[config.mk]
export PLATFORM = sky130hd
export DESIGN_NAME = arb_mux_2to1_flat
export DESIGN_NICKNAME = d
export VERILOG_FILES = /design/src/rtl/arb_mux_2to1_if.sv /design/src/rtl/arb_mux_2to1.sv /design/src/flat_wrapper.sv
export SDC_FILE = /design/constraint.sdc
export NUM_CORES = 1
export LEC_CHECK = 0
export CAP_MARGIN = 20
export CORE_UTILIZATION = 35
export CTS_CLUSTER_DIAMETER = 60
export DETAILED_ROUTE_END_ITERATION = 8
export PLACE_DENSITY = 0.76
export SYNTH_ARGS = -nofsm -noshare
export SYNTH_HDL_FRONTEND = slang
export SYNTH_SLANG_ARGS = --single-unit
[constraint.sdc]
create_clock -name clk -period 1.5 [get_ports clk]
set_input_delay 0.3 -clock clk [delete_from_list [all_inputs] [get_ports clk]]
set_output_delay 0.3 -clock clk [all_outputs]
set_load 0.02 [all_outputs]
[src/rtl/arb_mux_2to1_if.sv]
// Stream bundle around the 2:1 round-robin arbiter: producers A and B in, registered word y out.
// "master" is the environment side (producers and consumer); "slave" is the arbiter itself.
interface arb_mux_2to1_if #(
  parameter int unsigned WIDTH = 8
);
  logic             a_valid;
  logic [WIDTH-1:0] a_data;
  logic             a_ready;
  logic             b_valid;
  logic [WIDTH-1:0] b_data;
  logic             b_ready;
  logic             y_valid;
  logic [WIDTH-1:0] y_data;
  logic             y_ready;
  logic             s;

  modport master (
    output a_valid, a_data, b_valid, b_data, y_ready,
    input  a_ready, b_ready, y_valid, y_data, s
  );

  modport slave (
    input  a_valid, a_data, b_valid, b_data, y_ready,
    output a_ready, b_ready, y_valid, y_data, s
  );
endinterface

[src/rtl/arb_mux_2to1.sv]
// Two-input round-robin stream arbiter with a registered output stage.
// s is the select of the downstream 2:1 mux and names the source of the held word.
// Optional macro ARB_MUX_2TO1_FIXED_PRIO_EN: A always wins ties and no priority flop is built.
module arb_mux_2to1 #(
  parameter int unsigned WIDTH = 8
) (
  input  logic           clk,
  input  logic           rst_n,
  arb_mux_2to1_if.slave  bus
);

  logic             prio;
  logic             grant_vld;
  logic             grant_b;
  logic             space;
  logic             load;

  logic             y_valid_q, y_valid_d;
  logic [WIDTH-1:0] y_data_q,  y_data_d;
  logic             s_q,       s_d;

`ifdef ARB_MUX_2TO1_FIXED_PRIO_EN
  // Priority permanently on A.
  always_comb prio = 1'b0;
`else
  logic prio_q, prio_d;

  assign prio = prio_q;

  // Round-robin pointer: after each load, prefer the side that was not served.
  always_comb begin
    prio_d = prio_q;
    if (load) prio_d = ~grant_b;
  end

  // Priority pointer register.
  always_ff @(posedge clk or negedge rst_n) begin
    if (!rst_n) prio_q <= 1'b0;
    else        prio_q <= prio_d;
  end
`endif

  // Grant decision and load condition; ready never feeds back into a valid.
  always_comb begin
    grant_vld = bus.a_valid | bus.b_valid;
    grant_b   = bus.b_valid & (~bus.a_valid | prio);
    space     = ~y_valid_q | bus.y_ready;
    load      = space & grant_vld;
  end

  // Readies are gated by rst_n so nothing is accepted while reset is held.
  assign bus.a_ready = rst_n & load & ~grant_b;
  assign bus.b_ready = rst_n & load &  grant_b;

  // Output register next state: load replaces, accept without load drains, otherwise hold.
  always_comb begin
    y_valid_d = y_valid_q;
    y_data_d  = y_data_q;
    s_d       = s_q;
    if (load) begin
      y_valid_d = 1'b1;
      y_data_d  = grant_b ? bus.b_data : bus.a_data;
      s_d       = grant_b;
    end else if (bus.y_ready) begin
      y_valid_d = 1'b0;
    end
  end

  // Output registers; reset drops the held word immediately.
  always_ff @(posedge clk or negedge rst_n) begin
    if (!rst_n) begin
      y_valid_q <= 1'b0;
      y_data_q  <= '0;
      s_q       <= 1'b0;
    end else begin
      y_valid_q <= y_valid_d;
      y_data_q  <= y_data_d;
      s_q       <= s_d;
    end
  end

  assign bus.y_valid = y_valid_q;
  assign bus.y_data  = y_data_q;
  assign bus.s       = s_q;

endmodule

[src/flat_wrapper.sv]
// flat-port wrapper written by rule: the top's interface ports become plain ports
module arb_mux_2to1_flat 
#(
  parameter int unsigned WIDTH = 8
)
  (clk, rst_n, bus_a_valid, bus_a_data, bus_b_valid, bus_b_data, bus_y_ready, bus_a_ready, bus_b_ready, bus_y_valid, bus_y_data, bus_s);
  arb_mux_2to1_if #(.WIDTH(WIDTH)) bus_i ();
  input  logic clk;
  input  logic rst_n;
  input wire logic [$bits(bus_i.a_valid)-1:0] bus_a_valid;
  input wire logic [$bits(bus_i.a_data)-1:0] bus_a_data;
  input wire logic [$bits(bus_i.b_valid)-1:0] bus_b_valid;
  input wire logic [$bits(bus_i.b_data)-1:0] bus_b_data;
  input wire logic [$bits(bus_i.y_ready)-1:0] bus_y_ready;
  output wire logic [$bits(bus_i.a_ready)-1:0] bus_a_ready;
  output wire logic [$bits(bus_i.b_ready)-1:0] bus_b_ready;
  output wire logic [$bits(bus_i.y_valid)-1:0] bus_y_valid;
  output wire logic [$bits(bus_i.y_data)-1:0] bus_y_data;
  output wire logic [$bits(bus_i.s)-1:0] bus_s;
  assign bus_i.a_valid = bus_a_valid;
  assign bus_i.a_data = bus_a_data;
  assign bus_i.b_valid = bus_b_valid;
  assign bus_i.b_data = bus_b_data;
  assign bus_i.y_ready = bus_y_ready;
  assign bus_a_ready = bus_i.a_ready;
  assign bus_b_ready = bus_i.b_ready;
  assign bus_y_valid = bus_i.y_valid;
  assign bus_y_data = bus_i.y_data;
  assign bus_s = bus_i.s;
  arb_mux_2to1 #(.WIDTH(WIDTH)) u_core (.clk(clk), .rst_n(rst_n), .bus(bus_i));
endmodule
==> metrics.cfg, run 1 <==
[timing]
setup_viol=3
fin_skew_ns=0.001277
maxSlewHeadroom_pct=85.26
finalHoldViolCount=0
worst_slack_ns=-0.04947
tns_ns=-0.1011
rsz0062_at_grt=yes
fin_crit_ns=1.549
maxSlewViolCount=0
fmax_mhz=645.4
timing.final.crit_share_pct=103.3
worst_pin_slew_ns=0.2194

[layout]
final_cell_mix=clkdlybuf4s50_1, dlygate4sd2_1, buf_4, dfrtp_1
n_fill_cell=119
final_nets=117
drive_gt1_share_pct=25.26
multi_input_area_sq_um=259.0
mostFrequentLayoutCell=clkdlybuf4s50_1
num_antenna_cells=0
finalInstanceArea_sq_mm=0.001003
area_delta_synth_final_pct=83.52
regArea_sq_um=275.3
fin_util_pct=72.58

[logic_synthesis]
synth_xor_area_share_pct=0
synth_area_leaders=dfrtp_1, a221o_1, nor3_1, nand2_1, a211oi_4
syn-num-nets=70
synth_area_sq_um=546.8
synth_top_family_by_area=compound AO/OA/AOI/OAI gates
synthMuxAreaShare_pct=0
synth_compound_area_share_pct=23.11
ys_types=16
yosys.area_share.simple_pct=22.20
synthAdderAreaFrac_pct=0
yosysWarnings=0
netlist.area_leader.share_pct=50.34
synth_seq_cells=11
synth_cells=49
avgSynthCellArea_sq_um=11.16
yosysTopAreaCell=dfrtp_1
ys_seq_area_share_pct=50.34

[detailed_routing]
post_drt_via_cell_ratio=5.300
num_vias=583
wl_per_cell_microns=14.52
drc=0
drt_iter0_drc=3
routed_wl_microns=1597
antenna_left=0
dr.pass1.iters=4

[global_routing]
grt_max_degree=11
grt-ovfl-total=0
grt_pass1_wl_microns=2656
track_usage_pct=20.35
antenna_found_initial=0
grt_pass1_vias=583

[placement]
port_buffers=32
globalplace.congestion=0.7466
place_area_sq_um=927.1
dp_hpwl_microns=1202

[setup_path]
crit_family=flip-flops
crit_chain=nor2b_4, a211oi_4, and2_2, buf_4
worst-path-buf-inv=1
crit_slowest_cell=dfrtp_1
worstPathMaxFanout=3
crit_path_max_incr_delay_ns=0.38
crit_path_start_kind=flop
path_class=flop to primary output
required_ns=1.20
critPathCaptureType=primary output
cp_data_arrival_time_ns=1.25

[power]
combPwrFrac_pct=36.5
p_int_mw=0.6203
p_switching_mw=0.2793
p_leak_nw=0.4778
p_seq_share_pct=41.2
switching_share_pct=31.05
power-per-cell-area_mw_per_mm2=896.6
ir_drop_mv=0.6572
clkPwrFrac_pct=22.3

[die]
ios=33
initial_core_util_pct=39.55
fp.dieW_microns=41.53
die_h_microns=41.53
die-area_sq_mm=0.001724
row_count=13
core_area_sq_mm=0.001383

[clock_tree]
clkTransAtPathRegs_ns=0.07
hold_buffers=0
cts_tree=built
cts_buffer_depth=2
clock_latency_ns=0.26
clock-sinks=11
cts-root-buf=clkbuf_4
cts_buffers=3
htree_num_levels=1

[run_status]
violations=negative setup slack
status=complete, but fails checks

[hold_path]
min_path_type=input pin to asynchronous set/reset pin

[flow_run]
max_cap_viol_count=0

area by class of cell:
class	instances	share of cell area, %
clock buffers	4	2.618
inverters	1	0.3741
multi-input cells	34	25.81
flip-flops and latches	11	27.43
well taps	15	1.870
repair buffers	45	41.90
worst paths after layout:
check	to	startpoint	slack [ns]	cells past startpoint
hold reg to reg	u_core.bus.s$_DFFE_PN0P_	u_core.bus.s$_DFFE_PN0P_	0.50	1
max in group asynchronous	u_core.bus.y_valid$_DFFE_PN0P_	rst_n	0.91	2
setup reg to reg	u_core.bus.y_data[4]$_DFFE_PN0P_	u_core.bus.y_valid$_DFFE_PN0P_	0	6
min in group clk	u_core.bus.s$_DFFE_PN0P_	u_core.bus.s$_DFFE_PN0P_	0.50	1
hold / removal	u_core.bus.y_data[1]$_DFFE_PN0P_	rst_n	0.24	1
setup / recovery	bus_a_ready	u_core.bus.y_valid$_DFFE_PN0P_	-0.05	4
cell usage after synthesis (all sizes together):
master,count
a211oi,1
a21o,2
a221o,8
and2,2
buf,2
clkbuf,1
dfrtp,11
inv,1
nand2,8
nor2b,2
nor3,8
nor3b,1
o21bai,1
or3,1
metrics by stage:
stage,instances,power [mW],setup WS (ns),hold slack (ns)
floorplan,49,0.5195,0.005302,0.004409
global placement,101,0.6990,-0.6360,0.4668
detailed placement,101,0.7050,-0.6665,0.4796
CTS,106,0.8864,-0.07030,0.2333
global route,110,0.9584,-0.1336,0.2355
finish,110,0.8997,-0.04947,0.2416
sequential cells by signal, summed over array words and instances, names as in the netlist:
register / cells
u_core.prio: 1
u_core.bus.y_data: 8
u_core.bus.y_valid: 1
u_core.bus.s: 1
power groups by stage:
stage	clock [mW]	sequential, mW	combinational [mW]
detailed placement	0	0.375	0.330
global placement	0	0.375	0.324
CTS	0.212	0.370	0.305
global route	0.233	0.374	0.351
finish	0.201	0.371	0.328
floorplan	0	0.424	0.0957
metal layers:
| metal | track usage, % | up-vias | share of wire [%] |
|---|---|---|---|
| met5 | 0 | - | 0 |
| met2 | 32.81 | 22 | 53 |
| met3 | 4.348 | 4 | 4.7 |
| met1 | 25.21 | 279 | 41 |
| li1 | - | 278 | - |
| met4 | 10.97 | 0 | 1.8 |
kinds of logic (layout without fill, tap and decap cells):
kind of cell	count (synthesis)	after routing
compound gates	12	12
buf+inv	4	50
flops	11	11
simple gates	22	22
repair_timing:
item | in CTS | in global routing
buffers inserted | 1 | 4
endpoints found under the setup margin | 13 | 3
gates resized for setup | 26 | 4
pin swaps | 1 | 3
worst reg2reg max path: cells and delay by family, from the launching register on:
| kind | cells | cell delay (ns) |
|---|---|---|
| DFF | 1 | 0.38 |
| AOI/OAI and AO/OA | 2 | 0.48 |
| and+or+nand+nor | 1 | 0.14 |
| buffers and inverters | 3 | 0.39 |
No activity file was read; power rests on OpenSTA's default activity.
==> run 2: changes to the inputs <==
SKIP_LAST_GASP = 1   (was default)
==> run 2 against run 1 <==
The run still ends with negative setup slack left. Non-clock buffer count did not move. Combinational power is 1% lower. Sequential power barely moved. Die area did not move. Critical path depth is 2 higher. Clock power about the same. Final cell count stayed put. Total power shrank 0.39%. Wire length grew 0.88%. Sequential share of layout area is 0.28 points higher. Critical endpoint is now u_core.bus.y_data[4]$_DFFE_PN0P_.
==> metrics.cfg, run 2 (synthesized netlist as in run 1, its figures left out) <==
[global_routing]
use_met3_pct=4.348
gr-usage-met2_pct=32.81
grt_pass1_vias=583
gr-max-usage-layer=met2
grt_max_degree=11
track_usage_pct=20.35
grt-ovfl-total=0
grt_pass1_wl_microns=2656
use_met1_pct=25.21
antenna_found_initial=0

[layout]
mostFrequentLayoutCell=clkdlybuf4s50_1
largest_register_ffs=8
n_fill_cell=120
drive_gt1_share_pct=25.26
final_nets=117
area_delta_synth_final_pct=81.69
finalInstanceArea_sq_um=993.5
fin_util_pct=71.86
num_antenna_cells=0
stdcell_count=110
final_cell_mix=clkdlybuf4s50_1, dlygate4sd2_1, buf_4, dfrtp_1

[setup_path]
path_class=flop to flop
crit_path_max_incr_delay_ns=0.38
worstPathMaxFanout=5
worst-path-buf-inv=3
crit_path_start_kind=flop
crit_slowest_cell=dfrtp_1
cp_data_arrival_time_ns=1.70
crit_start=u_core.bus.y_valid$_DFFE_PN0P_
required_ns=1.65
critPathCaptureType=flop
crit_family=compound AO/OA/AOI/OAI gates
crit_top_cell=buf_4
crit_chain=nor2b_4, buf_4, buf_4, o21bai_4, clkbuf_2, a221o_1
rr_startpoint=u_core.bus.y_valid$_DFFE_PN0P_

[timing]
timing.final.crit_share_pct=103.6
fin_hold_ws_ns=0.2439
fin_skew_ns=0.0006609
finalHoldViolCount=0
tns_ns=-0.3107
rsz0062_at_grt=yes
setup_viol=10
fmax_mhz=643.5
fin_crit_ns=1.554
maxSlewHeadroom_pct=85.80
worst_pin_slew_ns=0.2123
worst_slack_ns=-0.05401
maxSlewViolCount=0

[run_status]
violations=negative setup slack
status=complete, but fails checks

[placement]
port_buffers=32
globalplace.congestion=0.7466
place_area_sq_um=927.1
pre_cts_ws_ns=-0.6665
dp_hpwl_microns=1202
dp_cells=101

[flow_run]
max_cap_viol_count=0

[detailed_routing]
drc=0
drt_iter0_drc=13
routed_wl_microns=1611
post_drt_via_cell_ratio=5.255
num_vias=578
wl_per_cell_microns=14.65
dr.pass1.iters=4
antenna_left=0

[clock_tree]
clock-sinks=11
clock_latency_ns=0.26
cts-root-buf=clkbuf_4
cts_tree=built
htree_num_levels=1
cts_buffer_depth=2
cts_buffers=3
clkTransAtPathRegs_ns=0.07

[power]
power-per-cell-area_mw_per_mm2=902.1
p_total_mw=0.8962
ir_drop_mv=0.6590
p_leak_nw=0.4747

[die]
ios=33
core_area_sq_mm=0.001383
die_h_microns=41.53
initial_core_util_pct=39.55
row_count=13
fp.dieW_microns=41.53
die-area_sq_mm=0.001724

[hold_path]
min_path_type=input pin to asynchronous set/reset pin

## run 2: layout make-up
class,count,area (sq um),area share [%]
Sequential cell,11,275.3,27.71
Tap cell,15,18.77,1.889
Multi-Input combinational cell,34,259.0,26.07
Timing Repair Buffer,45,410.4,41.31
Clock buffer,4,26.28,2.645
Inverter,1,3.754,0.3778
## run 2: where the power goes
part           switching (mW)  internal, mW
logic                   0.151         0.173
registers              0.0290         0.341
clock network          0.0996         0.103
## run 2: path summary, 6_finish.rpt
check                                                   endpoint  slack [ns]  cells past startpoint
worst max register to register  u_core.bus.y_data[4]$_DFFE_PN0P_       -0.05                      6
worst min register to register          u_core.bus.s$_DFFE_PN0P_        0.49                      1
worst max-delay path            u_core.bus.y_data[4]$_DFFE_PN0P_       -0.05                      6
max in group asynchronous         u_core.bus.y_valid$_DFFE_PN0P_        0.91                      2
worst min-delay path            u_core.bus.y_data[1]$_DFFE_PN0P_        0.24                      1
min in group clk                        u_core.bus.s$_DFFE_PN0P_        0.49                      1
## run 2: metal layers
layer	routed length, microns	share of wire, %	up-vias
met5	0	0	-
met4	29	1.8	0
met3	77	4.8	4
met2	857	53	22
met1	648	40	275
li1	-	-	277
## run 2: repair_timing
action / in CTS / in global routing
hold buffers: 0 / 0
setup buffers: 1 / 4
endpoints found under the setup margin: 13 / 3
gates resized for setup: 26 / 0
pin swaps: 1 / 2
==> run 3: changes to the inputs <==
MAX_ROUTING_LAYER = met4   (was default)
==> run 3 against run 2 <==
First-iteration DRC count unchanged. Worst setup slack is essentially flat. Critical path depth unchanged. Largest power group unchanged. Critical path type unchanged. The run still ends with negative setup slack left. Via count is 0.17% lower.
==> metrics.cfg, run 3 (synthesized netlist as in run 1, its figures left out) <==
[layout]
num_antenna_cells=0
finalInstanceArea_sq_um=993.5
final_nets=117
drive_gt1_share_pct=25.26
final_cell_mix=clkdlybuf4s50_1, dlygate4sd2_1, buf_4, dfrtp_1
n_fill_cell=120
area_delta_synth_final_pct=81.69
largest_register_ffs=8
mostFrequentLayoutCell=clkdlybuf4s50_1

[power]
p_leak_nw=0.4747
power-per-cell-area_mw_per_mm2=902.2
ir_drop_mv=0.6591

[setup_path]
crit_top_cell=buf_4
crit_slowest_cell=dfrtp_1
rr_startpoint=u_core.bus.y_valid$_DFFE_PN0P_
required_ns=1.65
crit_path_max_incr_delay_ns=0.38
cp_data_arrival_time_ns=1.70
worstPathMaxFanout=5
critPathCaptureType=flop
crit_path_start_kind=flop
crit_chain=nor2b_4, buf_4, buf_4, o21bai_4, clkbuf_2, a221o_1
path_class=flop to flop
crit_start=u_core.bus.y_valid$_DFFE_PN0P_

[detailed_routing]
antenna_left=0
num_vias=577
drc=0
routed_wl_microns=1612
dr.pass1.iters=4
drt_iter0_drc=13
wl_per_cell_microns=14.65
post_drt_via_cell_ratio=5.245

[timing]
setup_viol=10
fin_crit_ns=1.554
worst_pin_slew_ns=0.2123
rsz0062_at_grt=yes
fin_hold_ws_ns=0.2439
fin_skew_ns=0.0006651
finalHoldViolCount=0
maxSlewHeadroom_pct=85.80
fmax_mhz=643.5
worst_slack_ns=-0.05401
timing.final.crit_share_pct=103.6
maxSlewViolCount=0

[global_routing]
grt-ovfl-total=0
grt_max_degree=11
grt_pass1_vias=584
antenna_found_initial=0
grt_pass1_wl_microns=2677
track_usage_pct=21.01

[die]
fp.dieW_microns=41.53
initial_core_util_pct=39.55
ios=33
row_count=13
die-area_sq_mm=0.001724
die_h_microns=41.53
core_area_sq_mm=0.001383

[flow_run]
max_cap_viol_count=0

[clock_tree]
cts_buffer_depth=2
htree_num_levels=1
cts-root-buf=clkbuf_4
cts_buffers=3
clock_latency_ns=0.26
clock-sinks=11
clkTransAtPathRegs_ns=0.07
cts_tree=built

[run_status]
violations=negative setup slack
status=complete, but fails checks

[hold_path]
min_path_type=input pin to asynchronous set/reset pin

[placement]
place_area_sq_um=927.1
dp_hpwl_microns=1202
port_buffers=32
globalplace.congestion=0.7561

## run 3: cell counts in the layout (fill, tap and decap cells not counted)
No cell type changed its count.
## run 3: layer usage
metal	vias to the layer above	wire length (microns)	share of wire (%)	track usage, %
met5	-	0	0	-
met4	0	29	1.8	10.97
met3	4	77	4.8	4.348
met2	22	857	53	32.81
met1	274	648	40	25.48
li1	277	-	-	-
## run 3: area by class of cell
type / count / area [sq um] / share of cell area (%)
flip-flops and latches: 11 / 275.3 / 27.71
clock buffers: 4 / 26.28 / 2.645
inverters: 1 / 3.754 / 0.3778
multi-input cells: 34 / 259.0 / 26.07
repair buffers: 45 / 410.4 / 41.31
well taps: 15 / 18.77 / 1.889
## run 3: final timing paths
path                                                    endpoint  slack [ns]  depth (start not counted)
worst max-delay path            u_core.bus.y_data[4]$_DFFE_PN0P_       -0.05                          6
worst min register to register          u_core.bus.s$_DFFE_PN0P_        0.49                          1
worst min-delay path            u_core.bus.y_data[1]$_DFFE_PN0P_        0.24                          1
min in group clk                        u_core.bus.s$_DFFE_PN0P_        0.49                          1
max in group asynchronous         u_core.bus.y_valid$_DFFE_PN0P_        0.91                          2
worst max register to register  u_core.bus.y_data[4]$_DFFE_PN0P_       -0.05                          6
## run 3: what timing repair did
action / in CTS / in global routing
pin swaps: 1 / 2
setup buffers: 1 / 4
hold buffers: 0 / 0
resized for setup: 26 / 0
endpoints found under the setup margin: 13 / 3
## run 3: stage by stage
stage | utilization (%) | setup slack, ns | power (mW) | TNS (ns) | std cells
final | 71.86 | -0.05401 | 0.8963 | -0.3106 | 110
after global routing | 71.86 | -0.1336 | 0.9542 | -0.8112 | 110
after CTS | 68.96 | -0.07030 | 0.8864 | -0.1324 | 106
after detailed placement | 67.06 | -0.6665 | 0.7050 | -3.722 | 101
after global placement | 67.06 | -0.6360 | 0.6990 | -3.541 | 101
after floorplan | - | 0.005302 | 0.5195 | 0 | 49
## run 3: power breakdown
part | internal, mW | total (mW) | switching, mW
registers | 0.341 | 0.370 | 0.0290
logic | 0.173 | 0.324 | 0.151
clock network | 0.103 | 0.202 | 0.0996
total | 0.617 | 0.896 | 0.280
## run 3: critical path: cells and delay by family, from the launching register on
family          cells  cell delay [ns]
flops               1             0.38
compound gates      2             0.49
buf+inv             3             0.43
simple gates        1             0.14
==> RTL change 1 (settings of run 3) <==
Build with the macro `ARB_MUX_2TO1_FIXED_PRIO_EN` defined.
--- a/src/rtl/arb_mux_2to1.sv
+++ b/src/rtl/arb_mux_2to1.sv
@@ -1,6 +1,8 @@
 // Two-input round-robin stream arbiter with a registered output stage.
 // s is the select of the downstream 2:1 mux and names the source of the held word.
 // Optional macro ARB_MUX_2TO1_FIXED_PRIO_EN: A always wins ties and no priority flop is built.
+`define ARB_MUX_2TO1_FIXED_PRIO_EN
+
 module arb_mux_2to1 #(
   parameter int unsigned WIDTH = 8
 ) (
Formal check against the unedited RTL: not equivalent (a bounded check fails within 4 cycles, from zero or initial values and one cycle with rst_n low).
==> RTL change 1 against run 3 <==
- final area fell by 0.25%
- register-to-register slack improved by 0.25 ns
- largest power group unchanged
- critical endpoint is now bus_b_ready
- power fell by 1.3%
- worst setup slack improved by 0.12 ns
- worst hold slack got worse by 0.23 ns
- sequential cell count fell by 1
- routed wire length fell by 24%
- area after synthesis rose by 3.2%
- largest cell class unchanged
==> RTL change 1: results (changes against run 3) <==
Setup path
  • Worst reg2reg setup slack: 0.20 ns (was -0.05 ns)
  • Worst reg2reg path endpoint: u_core.bus.y_data[1] (was u_core.bus.y_data[4])
  • Worst Reg-to-Reg Cells: 5 (was 6)
  • Launch point of the worst reg-to-reg path: u_core.bus.y_valid (unchanged)
  • Crit path from: bus_b_valid (was u_core.bus.y_valid)
  • Endpoint arrival time on the critical path: 1.13 ns (was 1.70 ns)
  • Crit Path Max Fanout: 2 (was 5)

Layout
  • Layout net count: 100 (was 117)
  • Share of cells above drive strength 1: 42.3% (was 25.3%)

Logic synthesis
  • Sequential element share of the synthesized area: 44.3% (was 50.3%)
  • Post-synthesis net count: 57 (was 70)
  • Commonest cells post-synth: 14 x sky130_fd_sc_hd__mux2_4, 10 x sky130_fd_sc_hd__dfrtp_1, 2 x sky130_fd_sc_hd__a21oi_1, 2 x sky130_fd_sc_hd__buf_6, 2 x sky130_fd_sc_hd__mux2_2 (was 11 x sky130_fd_sc_hd__dfrtp_1, 8 x sky130_fd_sc_hd__a221o_1, 8 x sky130_fd_sc_hd__nand2_1, 8 x sky130_fd_sc_hd__nor3_1)
  • Distinct cells, synth: 11 (was 16)
  • Area contributors post-synth: sky130_fd_sc_hd__dfrtp_1 44%, sky130_fd_sc_hd__mux2_4 37%, sky130_fd_sc_hd__buf_6 4.0% (was sky130_fd_sc_hd__dfrtp_1 50%, sky130_fd_sc_hd__a221o_1 15%, sky130_fd_sc_hd__nor3_1 7.3%)

Placed design
  • Routability cong.: 0.736 (was 0.756)
  • Estimated wirelength of the detail-placed design: 937 um (was 1200 um)
  • Total cell area at the placement stage: 947 um2 (was 927 um2)
  • Minimum setup slack after placement: -0.482 ns (was -0.666 ns)

Timing
  • Slew of the pin with the lowest slew margin: 0.212 ns (about the same)
  • Clock skew: 0.00588 ns (was 0.000665 ns)
  • Time the final worst path needs with I/O delays and setup: 1.43 ns (was 1.55 ns)

Routing
  • Via density per instance: 4.64 (was 5.25)
  • Routed wire length: 1220 um (was 1610 um)
  • Drt initial violations: 2 (was 13)
  • DR pass1 iterations: 2 (was 4)

Global route
  • Global routing usage summed across all routing layers: 15.8% (was 21.0%)
  • Via count of the first global-routing pass: 453 (was 584)
  • Maximum number of pins on one net before global-route repair: 9 (was 11)
  • Global-route wire length before repair: 2040 um (was 2680 um)

Min path
  • Min-Delay Path Class: in -> async (unchanged)

Clocking
  • Clock transition at path regs: 0.07 ns (about the same)
  • Post-CTS setup buffer count: 0 (was 1)
  • Clk_lat worst skew: 0.26 ns (about the same)

Run status
  • Result of the run: complete, no violations (was complete, but fails checks)

Pwr
  • Worst ir drop on vdd: 0.000430 V (was 0.000659 V)
  • Cell leakage power: 0.498 nW (was 0.475 nW)
RTL change 1: cell count changes in the layout (fill, tap and decap cells not counted), sizes merged, moves of 2 or more:
cell          delta
nor2b            -2
mux2            +16
nor3             -8
dlygate4sd2      -3
buf              -5
dlymetal6s2s     +3
nand2            -7
a21oi            +2
a221o            -8
and2             -2
a21o             -2
RTL change 1: power by group:
part           internal, mW  switching, mW
Clock                 0.147         0.0937
Combinational         0.188          0.123
Sequential            0.310         0.0222
RTL change 1: layout make-up:
class,instances,area [um2]
fillers,135,515
repair buffers,40,393
multi-input cells,24,292
flip-flops and latches,10,250
clock buffers,4,36.3
well taps,16,20.0
RTL change 1: cell families after synthesis:
kind of cell	after synthesis	share of synthesized area [%]
AOI/OAI and AO/OA	3	3.33
muxes	16	41.2
buffers and inverters	2	3.99
DFF	10	44.3
and+or+nand+nor	5	7.09
RTL change 1: worst max-delay path: stages:
cell and delay (ns):
sky130_fd_sc_hd__clkdlybuf4s50_1 0.48, sky130_fd_sc_hd__and4b_2 0.24, sky130_fd_sc_hd__buf_6 0.11
RTL change 1: metrics by stage:
step | instances | util, % | power [mW] | hold WS [ns]
finish | 94 | 65.8 | 0.885 | 0.0179
global route | 94 | 65.8 | 0.932 | 0.0339
CTS | 93 | 64.2 | 0.897 | 0.371
detailed placement | 89 | 62.9 | 0.680 | 0.498
global placement | 89 | 62.9 | 0.673 | 0.493
floorplan | 36 | - | 0.505 | 0.00441
RTL change 1: how the worst max path moves through the flow:
stage                      endpoint  cells after the start
6_report                bus_b_ready                      3
5_1_grt                 bus_b_ready                      3
4_1_cts                 bus_b_ready                      4
3_5_place_dp            bus_b_ready                      4
3_3_place_gp            bus_b_ready                      4
2_1_floorplan  u_core.bus.y_data[0]                      4
RTL change 1: what timing repair did:
item	in CTS	in global routing
resized for setup	20	5
pin swaps	0	0
setup endpoints to repair	14	4
hold endpoints to repair	0	2
hold buffers	0	1
RTL change 1: metal layers:
metal / global-route usage, % / up-vias / share of wire [%]
li1: - / 212 / -
met1: 19.9 / 200 / 41
met2: 24.7 / 24 / 51
met3: 3.02 / 0 / 7.7
met4: 7.50 / 0 / 0
met5: - / - / 0
==> RTL change 2 (flow settings as in run 3) <==
Without the edit above. Take the reset off `y_data_q` and load it in a clocked block of its own.
--- a/src/rtl/arb_mux_2to1.sv
+++ b/src/rtl/arb_mux_2to1.sv
@@ -70,13 +70,15 @@
   always_ff @(posedge clk or negedge rst_n) begin
     if (!rst_n) begin
       y_valid_q <= 1'b0;
-      y_data_q  <= '0;
       s_q       <= 1'b0;
     end else begin
       y_valid_q <= y_valid_d;
-      y_data_q  <= y_data_d;
       s_q       <= s_d;
     end
+  end
+
+  always_ff @(posedge clk) begin
+    y_data_q <= y_data_d;
   end
 
   assign bus.y_valid = y_valid_q;
Behaviour: not the same (Yosys sat finds a counterexample within 4 cycles, from zero or initial values and one cycle with rst_n low).
==> RTL change 2 against run 3 <==
- fmax is 7.1% higher
- worst setup slack better by 0.10 ns
- final area is 6.2% lower
- area after synthesis is 11% lower
- routed wire length is 31% lower
- power is 8.6% lower
- worst hold slack better by 0.084 ns
- first-iteration DRC count is 77% lower
- sequential cell count stayed put
- non-clock buffer count is 4 lower
- critical path type is now in -> out
==> RTL change 2: results (changes against run 3) <==
Layout
  • Final Non-Filler Cells: 94 (was 110)
  • Number of inserted filler cells in the final layout: 101 (was 120)
  • Share of cells above drive strength 1: 32.9% (was 25.3%)
  • Layout net count: 101 (was 117)

Setup path
  • Crit Path Max Fanout: 2 (was 5)
  • Worst Reg-to-Reg Cells: 3 (was 6)
  • Crit path from: bus_y_ready (was u_core.bus.y_valid)
  • Slowest cell on the critical path: sky130_fd_sc_hd__clkdlybuf4s50_1 (was sky130_fd_sc_hd__dfrtp_1)
  • Critical path's largest stage delay: 0.45 ns (was 0.38 ns)
  • Endpoint arrival time on the critical path: 1.15 ns (was 1.70 ns)
  • Launch point of the worst reg-to-reg path: u_core.prio (was u_core.bus.y_valid)

Logic synthesis
  • Compound-gate portion of the synthesized area: 7.97% (was 23.1%)
  • Commonest cells post-synth: 8 x sky130_fd_sc_hd__edfxtp_1, 8 x sky130_fd_sc_hd__mux2_2, 4 x sky130_fd_sc_hd__nand2_1 (was 11 x sky130_fd_sc_hd__dfrtp_1, 8 x sky130_fd_sc_hd__a221o_1, 8 x sky130_fd_sc_hd__nand2_1, 8 x sky130_fd_sc_hd__nor3_1)
  • Post-synthesis net count: 55 (was 70)
  • Predominant post-synthesis flop cell: sky130_fd_sc_hd__edfxtp_1 (was sky130_fd_sc_hd__dfrtp_1)
  • Count of flip-flops with a built-in enable after synthesis: 8 (was 0)
  • Mux share of post-synthesis cell area: 18.5% (was 0%)
  • Area contributors post-synth: sky130_fd_sc_hd__edfxtp_1 49%, sky130_fd_sc_hd__mux2_2 19%, sky130_fd_sc_hd__dfrtp_1 15% (was sky130_fd_sc_hd__dfrtp_1 50%, sky130_fd_sc_hd__a221o_1 15%, sky130_fd_sc_hd__nor3_1 7.3%)
  • Synthesized area per cell: 14.3 um2 (was 11.2 um2)

Clocking
  • Post-CTS setup buffer count: 0 (was 1)

Run status
  • Result of the run: complete, no violations (was complete, but fails checks)

Pwr
  • Cell leakage power: 0.429 nW (was 0.475 nW)
  • Worst ir drop on vdd: 0.000462 V (was 0.000659 V)

Placed design
  • Routability cong.: 0.703 (was 0.756)
  • Estimated wirelength of the detail-placed design: 911 um (was 1200 um)

Timing
  • Worst slew margin: 84.9% (was 85.8%)
  • Final-layout setup total negative slack: 0 ns (was -0.311 ns)

Routing
  • Count of vias placed by the detailed router: 445 (was 577)
[RTL change 2: logic make-up (layout without fill, tap and decap cells)]
logic type | after synthesis | in the layout
muxes | 8 | 8
AOI/OAI and AO/OA | 5 | 5
and+or+nand+nor | 9 | 9
DFF | 11 | 11
buffers and inverters | 1 | 46
[RTL change 2: worst max-delay path: cells and delay by family]
kind                   cells  cell delay, ns
AND/OR/NAND/NOR            3            0.25
buffers and inverters      2            0.59
[RTL change 2: layout make-up]
class	instances	share of cell area, %
flip-flops and latches	11	33.8
well taps	15	2.01
repair buffers	41	41.9
inverters	1	0.403
multi-input cells	22	19.1
clock buffers	4	2.82
[RTL change 2: power breakdown]
| group | switching [mW] | total [mW] | internal [mW] |
|---|---|---|---|
| logic | 0.0981 | 0.238 | 0.140 |
| clock network | 0.0963 | 0.199 | 0.103 |
| registers | 0.0172 | 0.382 | 0.365 |
| total | 0.212 | 0.819 | 0.608 |
[RTL change 2: routing by layer]
metal	global-route usage [%]	share of wire, %	up-vias
li1	-	-	218
met3	3.41	8.3	3
met4	7.76	1.5	0
met2	32.1	54	25
met1	16.1	36	199
met5	-	0	-
[RTL change 2: final timing paths]
kind                                              to  slack (ns)
worst max-delay path                     bus_a_ready        0.05
worst min-delay path              u_core.bus.y_valid        0.33
worst max register to register  u_core.bus.y_data[6]        0.14
worst min register to register          u_core.bus.s        0.58
max in group asynchronous                u_core.prio        1.08
min in group clk                        u_core.bus.s        0.53
[RTL change 2: repair_timing]
action,4_1_cts,5_1_grt
pin swaps,0,1
endpoints found under the setup margin,14,8
resized for setup,14,10
gates cloned,0,0
